## src/rtl/reg_file_scoreboard_if.sv

```systemverilog
// rtl/reg_file_scoreboard_if.sv - decode/writeback bundle for the register file and pending-write scoreboard
//
// Purpose: groups every non-clock, non-reset signal of reg_file_scoreboard.
// Port summary:
//   pipeline control : stall, flush
//   writeback port   : wbRegWrite, wbRd[4:0], wbData[31:0]
//   decode reads     : rs1Addr/rs2Addr[4:0], rs1Used/rs2Used, rs1Data/rs2Data[31:0]
//   decode issue     : issueValid, issueRd[4:0], issueWrites, hazard
// master = pipeline side (drives requests), slave = register file side.

interface reg_file_scoreboard_if;
    logic        stall;
    logic        flush;
    logic        wbRegWrite;
    logic [4:0]  wbRd;
    logic [31:0] wbData;
    logic [4:0]  rs1Addr;
    logic [4:0]  rs2Addr;
    logic        rs1Used;
    logic        rs2Used;
    logic        issueValid;
    logic [4:0]  issueRd;
    logic        issueWrites;
    logic [31:0] rs1Data;
    logic [31:0] rs2Data;
    logic        hazard;

    modport master (
        output stall, flush,
        output wbRegWrite, wbRd, wbData,
        output rs1Addr, rs2Addr, rs1Used, rs2Used,
        output issueValid, issueRd, issueWrites,
        input  rs1Data, rs2Data, hazard
    );

    modport slave (
        input  stall, flush,
        input  wbRegWrite, wbRd, wbData,
        input  rs1Addr, rs2Addr, rs1Used, rs2Used,
        input  issueValid, issueRd, issueWrites,
        output rs1Data, rs2Data, hazard
    );
endinterface

```

## src/rtl/reg_file_scoreboard.sv

```systemverilog
// rtl/reg_file_scoreboard.sv - RV32I architectural register file with pending-write scoreboard
//
// Purpose: stores x1..x31, bypasses a same-cycle writeback to both read
// ports, and keeps a 2-bit count of issued-but-unretired writes per register
// so decode can be held on a read-after-write or counter-saturation hazard.
// Ports:
//   clk     in   clock, all state updates on posedge
//   reset   in   synchronous, active-high
//   bus     slave modport of reg_file_scoreboard_if (see that file)

module reg_file_scoreboard (
    input  logic                 clk,
    input  logic                 reset,
    reg_file_scoreboard_if.slave bus
);

    logic [31:0] regs_q [1:31];
    logic [31:0] regs_d [1:31];
    logic [1:0]  pend_q [1:31];
    logic [1:0]  pend_d [1:31];

    logic        commit;
    logic        issue;
    logic        flush_eff;
    logic [31:0] rs1_reg;
    logic [31:0] rs2_reg;
    logic [1:0]  rs1_pend;
    logic [1:0]  rs2_pend;
    logic [1:0]  rd_pend;
    logic        rs1_ret;
    logic        rs2_ret;
    logic        rd_ret;
    logic        src1_haz;
    logic        src2_haz;
    logic        sat_haz;
    logic        hazard_w;

    // A held writeback latch retires only on the first unstalled edge.
    assign commit    = bus.wbRegWrite & ~bus.stall & (bus.wbRd != 5'd0);
    assign flush_eff = bus.flush & ~bus.stall;

    // Array lookups by address; index 0 has no storage and reads as 0.
    always_comb begin
        rs1_reg  = '0;
        rs2_reg  = '0;
        rs1_pend = '0;
        rs2_pend = '0;
        rd_pend  = '0;
        for (int r = 1; r < 32; r++) begin
            if (bus.rs1Addr == 5'(r)) begin
                rs1_reg  = regs_q[r];
                rs1_pend = pend_q[r];
            end
            if (bus.rs2Addr == 5'(r)) begin
                rs2_reg  = regs_q[r];
                rs2_pend = pend_q[r];
            end
            if (bus.issueRd == 5'(r)) begin
                rd_pend = pend_q[r];
            end
        end
    end

    assign rs1_ret = commit & (bus.wbRd == bus.rs1Addr);
    assign rs2_ret = commit & (bus.wbRd == bus.rs2Addr);
    assign rd_ret  = commit & (bus.wbRd == bus.issueRd);

    assign bus.rs1Data = (bus.rs1Addr == 5'd0) ? 32'd0 :
                         rs1_ret               ? bus.wbData : rs1_reg;
    assign bus.rs2Data = (bus.rs2Addr == 5'd0) ? 32'd0 :
                         rs2_ret               ? bus.wbData : rs2_reg;

    // A source is clear once only the retiring write remains (it is bypassed).
    // A commit against an already-zero count (after a flush) does not wrap
    // into a hazard.
    assign src1_haz = bus.rs1Used & (bus.rs1Addr != 5'd0) & (rs1_pend != 2'd0) &
                      ~((rs1_pend == 2'd1) & rs1_ret);
    assign src2_haz = bus.rs2Used & (bus.rs2Addr != 5'd0) & (rs2_pend != 2'd0) &
                      ~((rs2_pend == 2'd1) & rs2_ret);

    // A fourth outstanding write would overflow the counter unless one retires now.
    assign sat_haz  = bus.issueValid & bus.issueWrites & (bus.issueRd != 5'd0) &
                      (rd_pend == 2'd3) & ~rd_ret;

    assign hazard_w   = bus.issueValid & (src1_haz | src2_haz | sat_haz);
    assign bus.hazard = hazard_w;

    assign issue = bus.issueValid & bus.issueWrites & ~hazard_w & ~bus.stall &
                   (bus.issueRd != 5'd0);

    always_comb begin
        for (int r = 1; r < 32; r++) begin
            regs_d[r] = regs_q[r];
            pend_d[r] = pend_q[r];
        end
        for (int r = 1; r < 32; r++) begin
            if (commit && (bus.wbRd == 5'(r))) begin
                regs_d[r] = bus.wbData;
            end
            if (flush_eff) begin
                // Squashed instructions never retire; issue this cycle is dropped too.
                pend_d[r] = 2'd0;
            end else if (issue && (bus.issueRd == 5'(r)) &&
                         commit && (bus.wbRd == 5'(r))) begin
                pend_d[r] = pend_q[r];
            end else if (issue && (bus.issueRd == 5'(r))) begin
                pend_d[r] = pend_q[r] + 2'd1;
            end else if (commit && (bus.wbRd == 5'(r)) && (pend_q[r] != 2'd0)) begin
                pend_d[r] = pend_q[r] - 2'd1;
            end
        end
    end

    always_ff @(posedge clk) begin
        if (reset) begin
            for (int r = 1; r < 32; r++) begin
                regs_q[r] <= '0;
                pend_q[r] <= '0;
            end
        end else begin
            for (int r = 1; r < 32; r++) begin
                regs_q[r] <= regs_d[r];
                pend_q[r] <= pend_d[r];
            end
        end
    end

endmodule

```

## src/flat_wrapper.sv

```systemverilog
// flat-port wrapper written by rule: the top's interface ports become plain ports
module reg_file_scoreboard_flat 
  (clk, reset, bus_stall, bus_flush, bus_wbRegWrite, bus_wbRd, bus_wbData, bus_rs1Addr, bus_rs2Addr, bus_rs1Used, bus_rs2Used, bus_issueValid, bus_issueRd, bus_issueWrites, bus_rs1Data, bus_rs2Data, bus_hazard);
  reg_file_scoreboard_if bus_i ();
  input  logic clk;
  input  logic reset;
  input wire logic [$bits(bus_i.stall)-1:0] bus_stall;
  input wire logic [$bits(bus_i.flush)-1:0] bus_flush;
  input wire logic [$bits(bus_i.wbRegWrite)-1:0] bus_wbRegWrite;
  input wire logic [$bits(bus_i.wbRd)-1:0] bus_wbRd;
  input wire logic [$bits(bus_i.wbData)-1:0] bus_wbData;
  input wire logic [$bits(bus_i.rs1Addr)-1:0] bus_rs1Addr;
  input wire logic [$bits(bus_i.rs2Addr)-1:0] bus_rs2Addr;
  input wire logic [$bits(bus_i.rs1Used)-1:0] bus_rs1Used;
  input wire logic [$bits(bus_i.rs2Used)-1:0] bus_rs2Used;
  input wire logic [$bits(bus_i.issueValid)-1:0] bus_issueValid;
  input wire logic [$bits(bus_i.issueRd)-1:0] bus_issueRd;
  input wire logic [$bits(bus_i.issueWrites)-1:0] bus_issueWrites;
  output wire logic [$bits(bus_i.rs1Data)-1:0] bus_rs1Data;
  output wire logic [$bits(bus_i.rs2Data)-1:0] bus_rs2Data;
  output wire logic [$bits(bus_i.hazard)-1:0] bus_hazard;
  assign bus_i.stall = bus_stall;
  assign bus_i.flush = bus_flush;
  assign bus_i.wbRegWrite = bus_wbRegWrite;
  assign bus_i.wbRd = bus_wbRd;
  assign bus_i.wbData = bus_wbData;
  assign bus_i.rs1Addr = bus_rs1Addr;
  assign bus_i.rs2Addr = bus_rs2Addr;
  assign bus_i.rs1Used = bus_rs1Used;
  assign bus_i.rs2Used = bus_rs2Used;
  assign bus_i.issueValid = bus_issueValid;
  assign bus_i.issueRd = bus_issueRd;
  assign bus_i.issueWrites = bus_issueWrites;
  assign bus_rs1Data = bus_i.rs1Data;
  assign bus_rs2Data = bus_i.rs2Data;
  assign bus_hazard = bus_i.hazard;
  reg_file_scoreboard u_core (.clk(clk), .reset(reset), .bus(bus_i));
endmodule
```

## config.mk

```make
export PLATFORM = sky130hd
export DESIGN_NAME = reg_file_scoreboard_flat
export DESIGN_NICKNAME = d
export VERILOG_FILES = /design/src/rtl/reg_file_scoreboard_if.sv /design/src/rtl/reg_file_scoreboard.sv /design/src/flat_wrapper.sv
export SDC_FILE = /design/constraint.sdc
export NUM_CORES = 2
export LEC_CHECK = 0
export ABC_AREA = 0
export BUFFER_PORTS_ARGS = -buffer_cell sky130_fd_sc_hd__buf_2
export CAP_MARGIN = 10
export CELL_PAD_IN_SITES_DETAIL_PLACEMENT = 0
export CELL_PAD_IN_SITES_GLOBAL_PLACEMENT = 2
export CORE_ASPECT_RATIO = 1.4
export CORE_UTILIZATION = 35
export DETAILED_ROUTE_END_ITERATION = 10
export PLACE_DENSITY_LB_ADDON = 0.12
export SLEW_MARGIN = 20
export SYNTH_ARGS = -nofsm -noshare
export SYNTH_HDL_FRONTEND = slang
export SYNTH_SLANG_ARGS = --single-unit
```

## constraint.sdc

```tcl
create_clock -name clk -period 4.65 [get_ports clk]
set_clock_uncertainty 0.2 [all_clocks]
set_input_delay 0.2325 -clock clk [delete_from_list [all_inputs] [get_ports clk]]
set_output_delay 0.2325 -clock clk [all_outputs]
set_load 0.01 [all_outputs]
```

# --- Word level (Yosys, flattened, before mapping) ---
# Memories as Yosys holds them, arrays and structs flattened.
# Cells that the tools add are included.
word_totals:
  regBits: 0
  ramBits: 1054
  in_bits: 61
  elab_cells: 858
  memories: 2
classes:
  add_sub_neg: 62
  eq_ne: 130
  muxes: 379
  bitwise_logic: 91
  reduce_logical: 194
mem_list:
  columns: ["memory", "depth", "width", "rd", "rd_clocked_by_memory_dff", "write_ports", "line", "text"]
  rows:
  - ["u_core.regs_q", 31, 32, 31, 0, 31, "reg_file_scoreboard.sv:17", "logic [31:0] regs_q [1:31];"]
  - ["u_core.pend_q", 31, 2, 31, 0, 31, "reg_file_scoreboard.sv:19", "logic [1:0] pend_q [1:31];"]
ops:
  columns: ["operator", "n"]
  rows:
  - ["two-way mux 32 bit", 128]
  - ["two-way mux 2 bit", 248]
  - ["== test 5 bit (second input constant)", 64]
  - ["== test 5 x 4 -> 1 bit (second input constant)", 32]
  - ["logical AND 1 bit", 155]
  - ["== test 5 x 3 -> 1 bit (second input constant)", 16]
  - ["nonzero test 2 bit", 33]
  - ["OR 1 bit", 64]
  - ["adder 2 x 1 -> 2 bit (second input constant)", 31]
  - ["subtractor 2 x 1 -> 2 bit (second input constant)", 31]
  - ["== test 5 x 2 -> 1 bit (second input constant)", 8]
  - ["bitwise AND 1 bit", 22]
  - ["== test 5 x 1 -> 1 bit (second input constant)", 4]
  - ["nonzero test 5 bit", 4]
  - ["== test 5 bit", 3]
  - ["zero test 5 bit", 2]
  - ["inverter 1 bit", 5]
  - ["== test 2 x 1 -> 1 bit (second input constant)", 2]
  - ["two-way mux 1 bit", 3]
  - ["== test 2 bit (second input constant)", 1]

# --- Depth between registers and ports, before layout ---
depth:
  word_depth: 49
  ltp_mapped: 16
  depth_no_buf: 10

# --- Worst setup path after synthesis ---
# No wires, ideal clock.
synth_timing:
  path_type: "input to output"
  start: "input port bus_rs2Addr[4]"
  end: "output port bus_rs2Data[27]"
  arrival_ns: 2.872
  required_ns: 4.218
  path_slack_ns: 1.346
  path_stages: 13
  n_path_buf: 4
  cell_sequence: "clkbuf_1 > clkbuf_1 > clkbuf_1 > or3b_2 > nor2_1 > clkbuf_1 > a22oi_1 > and3_1 > o32ai_1 > a221oi_1 > o31ai_1 > a222oi_1 > a21oi_1"
synth_via:
  elab_chain_cells: 34
  elab_cells_between_ends: 67
synth_rtl:
  columns: ["element", "line", "text"]
  rows:
  - ["start: declaration", "flat_wrapper.sv:13", "input wire logic [$bits(bus_i.rs2Addr)-1:0] bus_rs2Addr;"]
  - ["== test 5 x 1 -> 1 bit", "reg_file_scoreboard.sv:54", "if (bus.rs2Addr == 5'(r)) begin"]
  - ["two-way mux 32 bit (31 in series)", "reg_file_scoreboard.sv:54", null]
  - ["two-way mux 32 bit", "reg_file_scoreboard.sv:71", "rs2_ret ? bus.wbData : rs2_reg;"]
  - ["two-way mux 32 bit *", "reg_file_scoreboard.sv:70", "assign bus.rs2Data = (bus.rs2Addr == 5'd0) ? 32'd0 :"]
  - ["end: declaration", "flat_wrapper.sv:20", "output wire logic [$bits(bus_i.rs2Data)-1:0] bus_rs2Data;"]
# Mark *: on every way between the ends. The rest lies on a longest branch, timed or not.

# --- Worst setup path after layout ---
layout_timing:
  start: "input port bus_rs2Addr[2]"
  end: "output port bus_rs2Data[8]"
# The elaborated chain is that of the path after synthesis.

==> impl_metrics.ini <==
[status]
status = finished with violations
violations = negative setup slack

[logic_synthesis]
synth_seq_cells = 1054
synth_edf_count = 0
synth_top_area_share_pct = 38.2
netlist_area_sq_um = 55300
ys.flop_type = dfxtp_1
yosysUniqueCellTypes = 95
yosys-top-cells-area = dfxtp_1 38%, nand2_1 16%, a21oi_1 11%
yosysSeqAreaShare_pct = 38.2
async_reset_ff_share_pct = 0
syn_inst = 7741
synth_nets = 7802
syn_avg_cell_area_sq_um = 7.14
yosysWarnings = 0
yosys.area.top_type = dfxtp_1

[die]
die_x_microns = 338
rows = 172
io_pins = 126
initial_core_util_pct = 35.2
die_h_microns = 472
fp.coreArea_sq_um = 157000
die_area_sq_um = 159000

[worst_setup_path]
arrival_ns = 4.31
cp_max_fo = 21
reg2reg_slack_ns = 0.81
crit_path_start_kind = input pin
r2r_start = u_core.pend_q[1][9]$_SDFFE_PP0P_
r2r-end = u_core.pend_q[0][14]$_SDFFE_PP0P_
cp.required_ns = 4.22
path_class = input pin to output port
r2r_cells = 11
endpoint_kind = output port

[drt]
vias = 68700
drt_iter0_drc = 12516
vias_per_cell = 6.91
drc = 0
routedWlPerCell_microns = 42.4
wirelength_microns = 422000
dr.pass1.iters = 10
postRouteAntennaNets = 0

[clocking]
cts_sinks = 1054
cts_max_level = 3
clock_insertion_delay_worst_skew_ns = 0.80
numCtsBuffers = 115
cts_root_buffer = clkbuf_16
cts.path.max_buffers = 3
cts_tree = yes
path_clk_slew_ns = 0.06

[global_route]
grt_pass1_wl_microns = 556000
antenna_found_initial = 56
grt_pass1_vias = 61664
grt_start_max_net_pins = 194
grt-ovfl-total = 0
grt_usage_pct = 51.2

[min_path]
min_from = bus_issueWrites
worstHoldPathCells = 7
hold_path_end = u_core.pend_q[3][5]$_SDFFE_PP0P_
hp-class = input pin to flop

[placed_design]
hpwlAfterDp_microns = 281000
gp_congestion = 1.10
io_buffers = 125
placed_area_sq_um = 60600
detailedPlace.worstSlack_ns = -0.116

[sta]
fmax_mhz = 211
period_share_pct = 102
slew_violations = 0
setup_slack_ns = -0.0962
setup-tns-final_ns = -0.161
finalSetupViolCount = 2
timing.final.hold_violations = 0
finalCriticalPeriod_ns = 4.75
rsz0062_at_grt = no
slew_headroom_pct = 12.6
tightestPinTransition_ns = 1.30

[final_layout]
fin_nets = 7795
most-common-layout-cells = 2,308 x nand2_1, 1,239 x a21oi_1, 1,054 x dfxtp_1
layout.cells.most_common = nand2_1
synthToLayoutAreaGrowth_pct = 18.0
drive_above_1_share_pct = 13.0
final_area_sq_um = 65200
post-route-util_pct = 41.5
fillCellCount = 16448

[power_and_ir_drop]
p_leak_uw = 0.0215
power.density_nw_per_um2 = 331
power_uw = 21600
irDropWorstVdd_uv = 298

[job]
cap_violations = 0
## critical path, cell delays in order
cell and delay (ns):
buf_2 0.52, or3b_2 0.63, nor2_4 0.37, buf_4 0.49, a22oi_1 0.15, nand3_1 0.12, a221oi_1 0.05, a21oi_1 0.20
o221ai_1 0.19, a21oi_2 0.57, buf_4 0.25, nor2_1 0.05, a21oi_1 0.23, buf_2 0.19
## cell type report
class                      count  area [sq um]  share of cell area (%)
tap                         2088          2610                    4.01
multi-input combinational   5887         31800                    48.7
clock inverter                48           692                    1.06
clock buffer                 167          3440                    5.27
timing repair buffer         648          5400                    8.29
antenna                       24          60.1                  0.0921
inverter                      28           105                   0.161
sequential                  1054         21100                    32.4
## layer usage
layer	share of wire (%)	wire length (microns)	global-route usage, %
met5	0.094	395	0.678
met4	9.9	41700	42.4
met3	13	53800	16.8
met2	41	172000	73.0
met1	36	154000	62.0
## Yosys cell counts (all sizes together), types with 12 or more instances
cell type  instances
a2111oi           19
a211oi            51
a21oi           1241
a221o             18
a221oi            80
a222oi            44
a22o              38
a22oi            509
a31oi             51
a32oi             16
and3              45
buf              106
clkbuf           666
dfxtp           1054
inv               26
mux2              16
mux2i             62
nand2           2334
nand2b            21
nand3            149
nand3b            12
nand4             84
nor2             313
nor2b             36
nor3              83
nor3b             15
nor4              47
o211ai            60
o21ai            177
o221ai            31
o22ai             60
o311a             22
or3               14
xnor2             32
## through the flow
step / std cells / hold WS, ns
after floorplan: 7741 / 0.168
after global placement: 9664 / 0.243
after detailed placement: 9665 / 0.254
after CTS: 9919 / 0.00456
after global routing: 9922 / 0.0536
final: 9944 / 0.0274
## registers in the layout, summed over array words and instances, names as in the netlist
register and flops:
u_core.pend_q 62, u_core.regs_q 992
## report_power, final
group / internal (uW) / switching (uW) / total [uW]
logic: 473 / 1640 / 2120
clock network: 5910 / 4460 / 10400
registers: 9060 / 45.3 / 9110
total: 15400 / 6150 / 21600
## logic make-up (layout without fill, tap and decap cells)
logic type	after synthesis	in the layout	share of synthesized area (%)
other	0	24	0
buffers and inverters	800	891	5.77
flip-flops	1054	1054	38.2
XOR/XNOR	39	39	0.618
AND/OR/NAND/NOR	3227	3227	24.7
multiplexers	85	85	1.73
AO/OA/AOI/OAI	2536	2536	29.0
## what timing repair did
| item | in CTS | in global routing |
|---|---|---|
| hold buffers | 39 | 0 |
| endpoints found under the setup margin | 1 | 0 |
| endpoints found under the hold margin | 949 | 0 |
| setup buffers | 0 | 0 |
| gates resized for setup | 1 | 0 |
## how the worst max path moves through the flow
stage,from,end,slack (ns),depth (start not counted)
after floorplan,bus_rs2Addr[4],bus_rs2Data[27],1.35,13
after global placement,bus_rs2Addr[2],bus_rs2Data[8],-0.07,14
after detailed placement,bus_rs2Addr[2],bus_rs2Data[8],-0.12,14
after CTS,bus_rs2Addr[2],bus_rs2Data[8],0.17,14
after global routing,bus_rs2Addr[2],bus_rs2Data[8],0.03,14
final,bus_rs2Addr[2],bus_rs2Data[8],-0.1,14
(Power assumes the default switching activity.)
